--- config.mk ---
export PLATFORM = sky130hd
export DESIGN_NAME = nes_pad_responder
export DESIGN_NICKNAME = d
export VERILOG_FILES = /design/src/rtl/nes_pkg.sv /design/src/rtl/nes_sync_edge.sv /design/src/rtl/nes_pad_responder.sv
export SDC_FILE = /design/constraint.sdc
export NUM_CORES = 1
export LEC_CHECK = 0
export BUFFER_PORTS_ARGS = -buffer_cell sky130_fd_sc_hd__buf_2
export CORE_MARGIN = 10
export CORE_UTILIZATION = 53
export CTS_CLUSTER_DIAMETER = 30
export CTS_CLUSTER_SIZE = 40
export DETAILED_ROUTE_END_ITERATION = 6
export HOLD_SLACK_MARGIN = 0.05
export PLACE_DENSITY = 0.82
export SLEW_MARGIN = 10
export SYNTH_ARGS = -nofsm -noshare
export SYNTH_HDL_FRONTEND = slang
export SYNTH_SLANG_ARGS = --single-unit
--- constraint.sdc ---
create_clock -name clk -period 1.8 [get_ports clk]
set_input_delay 0.27 -clock clk [delete_from_list [all_inputs] [get_ports clk]]
set_output_delay 0.27 -clock clk [all_outputs]
set_load 0.01 [all_outputs]
--- src/rtl/nes_pkg.sv ---
// Shared NES pad definitions: frame width, button indices, link state encoding.
// Used by both the pad responder and the console-side input controller.
package nes_pkg;

   localparam int NES_BITS  = 8;

   localparam int BTN_A      = 0;
   localparam int BTN_B      = 1;
   localparam int BTN_SELECT = 2;
   localparam int BTN_START  = 3;
   localparam int BTN_UP     = 4;
   localparam int BTN_DOWN   = 5;
   localparam int BTN_LEFT   = 6;
   localparam int BTN_RIGHT  = 7;

   typedef enum logic [1:0] {
      IDLE  = 2'd0,
      LOAD  = 2'd1,
      SHIFT = 2'd2,
      DONE  = 2'd3
   } nes_state_e;

   // 4021-style shift: LSB leaves, zero enters at the MSB
   function automatic logic [NES_BITS-1:0] shift_out(
      input logic [NES_BITS-1:0] v
   );
      return {1'b0, v[NES_BITS-1:1]};
   endfunction

endpackage

--- src/rtl/nes_sync_edge.sv ---
// Synchronizer for an async console line, with a minimum-high filter.
// EDGE_OUT=1 gives a one-cycle rise strobe, EDGE_OUT=0 the synchronized level.
module nes_sync_edge #(
   parameter int SYNC_STAGES = 2,
   parameter int MIN_HIGH    = 1,
   parameter bit EDGE_OUT    = 1'b1
) (
   input  logic clk,
   input  logic reset,
   input  logic async_i,
   output logic out_o
);

   logic [SYNC_STAGES-1:0] sync_q;
   logic [SYNC_STAGES-1:0] sync_d;
   logic                   level;

   // shift the raw input through the synchronizer chain
   always_comb begin
      sync_d = {sync_q[SYNC_STAGES-2:0], async_i};
   end

   // synchronizer flops
   always_ff @(posedge clk) begin
      if (reset) begin
         sync_q <= '0;
      end else begin
         sync_q <= sync_d;
      end
   end

   assign level = sync_q[SYNC_STAGES-1];

   if (EDGE_OUT) begin : g_edge
      localparam int CW = $clog2(MIN_HIGH + 1);

      logic [CW-1:0] cnt_q;
      logic [CW-1:0] cnt_d;
      logic          rise_q;
      logic          rise_d;

      // count high cycles, saturating; strobe once when the minimum is reached
      always_comb begin
         cnt_d  = cnt_q;
         rise_d = 1'b0;
         if (!level) begin
            cnt_d = '0;
         end else if (cnt_q != CW'(MIN_HIGH)) begin
            cnt_d = cnt_q + CW'(1);
         end
         rise_d = level && (cnt_q == CW'(MIN_HIGH - 1));
      end

      // filter counter and strobe register
      always_ff @(posedge clk) begin
         if (reset) begin
            cnt_q  <= '0;
            rise_q <= 1'b0;
         end else begin
            cnt_q  <= cnt_d;
            rise_q <= rise_d;
         end
      end

      assign out_o = rise_q;
   end else begin : g_level
      assign out_o = level;
   end

endmodule

--- src/rtl/nes_pad_responder.sv ---
// NES pad emulator: captures buttons on latch, shifts them out per pulse.
// nes_data is active-low and idles high once the frame is exhausted.
module nes_pad_responder
   import nes_pkg::*;
#(
   parameter int SYNC_STAGES      = 2,
   parameter int PULSE_MIN_CYCLES = 2
) (
   input  logic                clk,
   input  logic                reset,
   input  logic [NES_BITS-1:0] buttons,
   input  logic                nes_latch,
   input  logic                nes_pulse,
   output logic                nes_data,
   output logic                frame_done,
   output logic [3:0]          bit_index
);

   logic latch_s;
   logic pulse_rise;

   nes_state_e          state_q, state_d;
   logic [NES_BITS-1:0] shreg_q, shreg_d;
   logic [3:0]          bit_q, bit_d;
   logic                data_q, data_d;
   logic                done_q, done_d;

   nes_sync_edge #(
      .SYNC_STAGES (SYNC_STAGES),
      .MIN_HIGH    (1),
      .EDGE_OUT    (1'b0)
   ) u_latch_sync (
      .clk     (clk),
      .reset   (reset),
      .async_i (nes_latch),
      .out_o   (latch_s)
   );

   nes_sync_edge #(
      .SYNC_STAGES (SYNC_STAGES),
      .MIN_HIGH    (PULSE_MIN_CYCLES),
      .EDGE_OUT    (1'b1)
   ) u_pulse_sync (
      .clk     (clk),
      .reset   (reset),
      .async_i (nes_pulse),
      .out_o   (pulse_rise)
   );

   // next state: latch level overrides everything, else per-state shifting
   always_comb begin
      state_d = state_q;
      shreg_d = shreg_q;
      bit_d   = bit_q;
      data_d  = data_q;
      done_d  = 1'b0;
      if (latch_s) begin
         state_d = LOAD;
         shreg_d = buttons;
         bit_d   = 4'd0;
         data_d  = ~buttons[BTN_A];
      end else begin
         unique case (state_q)
            IDLE: begin
               if (pulse_rise) begin
                  shreg_d = shift_out(shreg_q);
                  data_d  = ~shreg_q[1];
               end
            end
            LOAD: begin
               state_d = SHIFT;
            end
            SHIFT: begin
               if (pulse_rise) begin
                  shreg_d = shift_out(shreg_q);
                  data_d  = ~shreg_q[1];
                  bit_d   = bit_q + 4'd1;
                  if (bit_q == 4'(NES_BITS - 1)) begin
                     done_d  = 1'b1;
                     state_d = DONE;
                  end
               end
            end
            DONE: begin
               data_d = 1'b1;
            end
            default: begin
               state_d = IDLE;
            end
         endcase
      end
   end

   // state, shift register and output registers
   always_ff @(posedge clk) begin
      if (reset) begin
         state_q <= IDLE;
         shreg_q <= '0;
         bit_q   <= 4'd0;
         data_q  <= 1'b1;
         done_q  <= 1'b0;
      end else begin
         state_q <= state_d;
         shreg_q <= shreg_d;
         bit_q   <= bit_d;
         data_q  <= data_d;
         done_q  <= done_d;
      end
   end

   assign nes_data   = data_q;
   assign frame_done = done_q;
   assign bit_index  = bit_q;

endmodule
; Yosys cells after proc, flatten, opt, wreduce, memory -nomap -nowiden
; Index checks and enable logic that the tools add are counted.
[word_totals]
reg_bits = 23
inputBits = 12
out_inout_bits = 6
word_cells = 55
[classes]
addsub = 2
eq_ne = 11
n_mux = 11
bitwise = 5
n_reduce_logical = 16
[ops]
columns = cell, count
row1 = 8-bit two-way mux, 3
row2 = 3-bit by 1-bit inequality test with 1-bit output (second input constant), 2
row3 = 2-bit AND reduction, 3
row4 = 3-bit AND reduction, 2
row5 = 2-bit nonzero test, 3
row6 = 3-bit nonzero test, 2
row7 = 2-bit OR reduction, 3
row8 = 1-bit inverter, 5
row9 = 4-bit by 1-bit adder with 4-bit output (second input constant), 1
row10 = 2-bit by 1-bit == test with 1-bit output (second input constant), 2
row11 = 2-bit == test (second input constant), 2
row12 = 4-bit by 3-bit == test with 1-bit output (second input constant), 1
row13 = 1-bit two-way mux, 4
row14 = 2-bit two-way mux, 2
row15 = 2-bit inequality test (second input constant), 2
row16 = 2-bit case mux with 2 select lines, 1
row17 = 4-bit OR reduction, 1
row18 = 3-bit by 2-bit inequality test with 1-bit output (second input constant), 1
row19 = 2-bit by 1-bit adder with 2-bit output (second input constant), 1
row20 = 2-bit zero test, 1
row21 = 2-bit by 1-bit inequality test with 1-bit output (second input constant), 1
row22 = 1-bit case mux with 2 select lines, 1
row23 = 1-bit logical AND, 1

; Longest topological paths before layout
[depth]
ltp_word = 5
depth_mapped = 6
ltp_nobuf = 5

; Modules after synthesis
; A second synthesis with hierarchy kept.
[hier_totals]
hier_cells = 98
hier_area_um2 = 940.9
[modules_own_cells]
columns = mod, n_inst, cells_per_inst, area_each_um2, seq_area_each_um2
row1 = nes_pad_responder, 1, 76, 690.7, 300.3
row2 = nes_sync_edge (u_pulse_sync), 1, 18, 197.7, 100.1
row3 = nes_sync_edge (u_latch_sync), 1, 4, 52.6, 40.0

; Worst setup path after synthesis
; OpenSTA, ideal clock, no wires.
[synth_path]
path_kind = reg2reg
startpoint = register state_q[0]
endpoint = register shreg_q[1]
setup_ps = 138
arrival_time_ps = 1322
t_required_ps = 1662
path_slack_ps = 341
path_stages_with_launch = 7
n_path_buf = 1
synth_period_minus_slack_ps = 1459
cell_sequence = dfxtp_1 > inv_1 > ha_1 > buf_6 > o21ai_4 > mux2i_1 > a211oi_1
[synth_between]
elab_chain_cells = 4
word_cells_on_any_way = 5
classes_between = eq/ne (1) / reduce/logical (4)
[synth_lines]
columns = element, line
row1 = start: declaration, nes_pad_responder.sv:22  ; nes_state_e state_q, state_d;
row2 = start signal: assignment, nes_pad_responder.sv:103  ; state_q <= state_d;
row3 = 2-bit == test or 2-bit zero test (tied branches), nes_pad_responder.sv:63  ; unique case (state_q)
row4 = 2-bit OR reduction (no line) (*), --
row5 = 2-bit nonzero test (no line) (*), --
row6 = 2-bit AND reduction (no line) (*), --
row7 = end signal: assignment, nes_pad_responder.sv:104  ; shreg_q <= shreg_d;
row8 = end: declaration, nes_pad_responder.sv:23  ; logic [NES_BITS-1:0] shreg_q, shreg_d;
; Every way passes the cells marked *; elsewhere a longest branch is shown, timed or not.
; A chain may end at the register's enable or synchronous reset.

; Worst setup path in the final report
[layout_path]
startpoint = register state_q[0]
endpoint = register shreg_q[3]
; The elaborated chain is that of the path after synthesis.

==> results.toml <==
[clocking]
clk_latency_ns = 0.32
clk_pin_slew_worst_paths_ns = 0.12
numCtsBuffers = 3
cts_max_level = 1
clkSinkCount = 22
clk_path_buf_depth = 2
cts-root-buf = "clkbuf_4"
cts_hold_buffers = 0
cts_resized = 0
cts_tree = "built"

[synth]
yosysWarnings = 0
synthTopCellsByCount = "dfxtp_1, nor2_1, ha_1, inv_1, nand2_1"
ys_types = 28
synth_top_area_share_pct = 43.35
synth_flop_cell = "dfxtp_1"
synth_area_mm2 = 0.001016
synth.most_common_cell = "dfxtp_1"
synth_cells = 108
seq_area_frac_synth_pct = 43.35
avgSynthCellArea_um2 = 9.407
syn_nets = 129
synth_top_area_cell = "dfxtp_1"
synthArstFlopShare_pct = 0
ys_seq_elements = 22
netlist_top_cells_area = "dfxtp_1, ha_1, mux2i_1, nor2_1, a211oi_1"
synth_edf_count = 0

[placement]
post-dp-hpwl_um = 1507
post_dp_cell_area_mm2 = 0.001114
gp_congestion = 0.8172
portBuffers = 17
place_inst = 147

[worst_setup_path]
end_kind = "flip-flop"
startpoint_type = "flip-flop"
critPathLaunch = "state_q[0]"
critPathKind = "reg -> reg"
rrSetupSlack_ns = 0.14
cp_cell_sequence = "inv_1 -> ha_1 -> o21ai_4 -> mux2i_1 -> a211oi_1"
rr_startpoint = "state_q[0]"
cp.arrival_ns = 1.89
crit_required_ns = 2.03
path_max_fanout = 8
critPathSlowestCell = "dfxtp_1"
slowest_delay_ns = 0.43

[sta]
grt_setup_unrepaired = "no"
slew_violations = 0
hold_violations = 0
period_share_pct = 92.23
worstMarginPinSlew_ns = 0.3979
slew_headroom_pct = 73.45
final-setup-viol-count = 0
min_period_ns = 1.660
skew_ns = 0.003084
max_freq_mhz = 602.3
tns_ns = 0
hold_slack_ns = 0.1662

[detailed_routing]
drt-vias-per-instance = 5.278
drt_first_pass_iters = 4
drtIter0Drc = 14
routed_wl_um = 2000
post-route-drc-count = 0
post_drt_wl_per_cell_um = 13.25
vias = 797
final_antenna_net_count = 0

[floorplan]
rows = 15
core_mm2 = 0.001764
ios = 18
dieArea_mm2 = 0.004068
die_x_um = 63.78
start_util_pct = 57.59
die_h_um = 63.78

[global_route]
grt_pass1_vias = 797
grt_max_degree = 16
grt-ovfl-total = 0
grtUsageTotal_pct = 10.25
antenna_found_initial = 0
grt_pass1_wl_um = 3387

[final_layout]
filler_cell_count = 167
fin_area_mm2 = 0.001166
final_cells = 151
fin_nets = 148
drive_gt1_share_pct = 20.63
syn_to_final_growth_pct = 14.78
n_antenna_cell = 0

[power_and_ir_drop]
power.leakage_nw = 0.5216
p_per_area_mw_per_mm2 = 909.7
vdd_ir_drop_max_mv = 0.4970

[min_path]
min_path_type = "in -> reg"
min-delay-start = "nes_pulse"

[status]
status = "completed"

[flow_run]
cap_violations = 0
## routing by layer
layer / GRT usage [%] / share of wire (%) / up-vias
li1: - / - / 406
met1: 10.34 / 42 / 374
met5: 0 / 0 / -
met2: 17.91 / 53 / 13
met3: 3.833 / 3.3 / 4
met4: 5.464 / 1.6 / 0
## worst max-delay path: cells and delay by family (launching register included)
family,cells,cell delay (ns)
AOI/OAI and AO/OA,2,0.58
DFF,1,0.43
adders and majority gates,1,0.33
muxes,1,0.12
buffers and inverters,1,0.10
## final timing paths
check,end,depth (start not counted)
worst max-delay path,shreg_q[3],5
worst min register to register,u_pulse_sync.sync_q[1],1
worst min-delay path,u_pulse_sync.sync_q[0],2
worst max register to register,shreg_q[3],5
## power by group
| group | internal [W] | switching (W) | total (W) |
|---|---|---|---|
| sequential | 0.000510 | 0.0000179 | 0.000528 |
| clock | 0.000225 | 0.000155 | 0.000380 |
| combinational | 0.0000625 | 0.0000898 | 0.000152 |
## logic make-up after synthesis
group                      Yosys count  synth area share, %
AOI/OAI and AO/OA                   21                15.64
xor gates and xnor gates             3                2.587
adders and majority gates            9                11.08
buffers and inverters               13                5.911
DFF                                 22                43.35
muxes                                6                5.912
and+or+nand+nor                     34                15.52
## layout make-up
type                       instances  area [µm²]  share of cell area [%]
multi-input combinational         73       515.5                   44.21
sequential                        22       440.4                   37.77
timing repair buffer              18       92.59                   7.940
inverter                           9       33.78                   2.897
tap                               25       31.28                   2.682
clock inverter                     1       30.03                   2.575
clock buffer                       3       22.52                   1.931
## state kept, by name, indices dropped and copies added, names as in the netlist
register	cells
u_latch_sync.sync_q	2
shreg_q	7
nes_data	1
state_q	2
frame_done	1
u_pulse_sync.sync_q	2
u_pulse_sync.out_o	1
bit_index	4
u_pulse_sync.g_edge.cnt_q	2
## through the flow
| stage | setup WS (ns) | total power (W) | utilization [%] |
|---|---|---|---|
| detailed placement | 0.1173 | 0.0006888 | 63.12 |
| CTS | 0.09084 | 0.001073 | 66.10 |
| floorplan | 0.3407 | 0.0006546 | - |
| finish | 0.1398 | 0.001061 | 66.10 |
| global route | 0.009408 | 0.001111 | 66.10 |
| global placement | 0.2417 | 0.0006784 | 63.12 |
## cells in the final DEF (no fill, tap or decap)
cell type,synthesis,layout
buf_4,1,1
o211ai_1,1,1
nand3_1,4,4
o21ai_4,1,1
clkbuf_4,0,3
and3_1,1,1
o21ai_0,1,1
dfxtp_1,22,22
a211oi_1,6,6
nand3b_1,1,1
or3_1,1,1
mux2i_1,6,6
xor2_1,3,3
bufinv_16,0,1
nand2_1,8,8
o21bai_1,1,1
a21oi_1,6,6
o221ai_1,2,2
buf_2,0,17
a31o_2,1,1
ha_1,9,9
nor2_1,13,13
inv_1,9,9
a221o_2,1,1
nor2b_1,4,4
nand4b_1,1,1
nor3_1,1,1
a211o_2,1,1
## timing repair
action | CTS | global route
endpoints found under the hold margin | 0 | 0
setup endpoints to repair | 0 | 3
setup buffers | 0 | 0
Power figures use the tool's default switching activity.
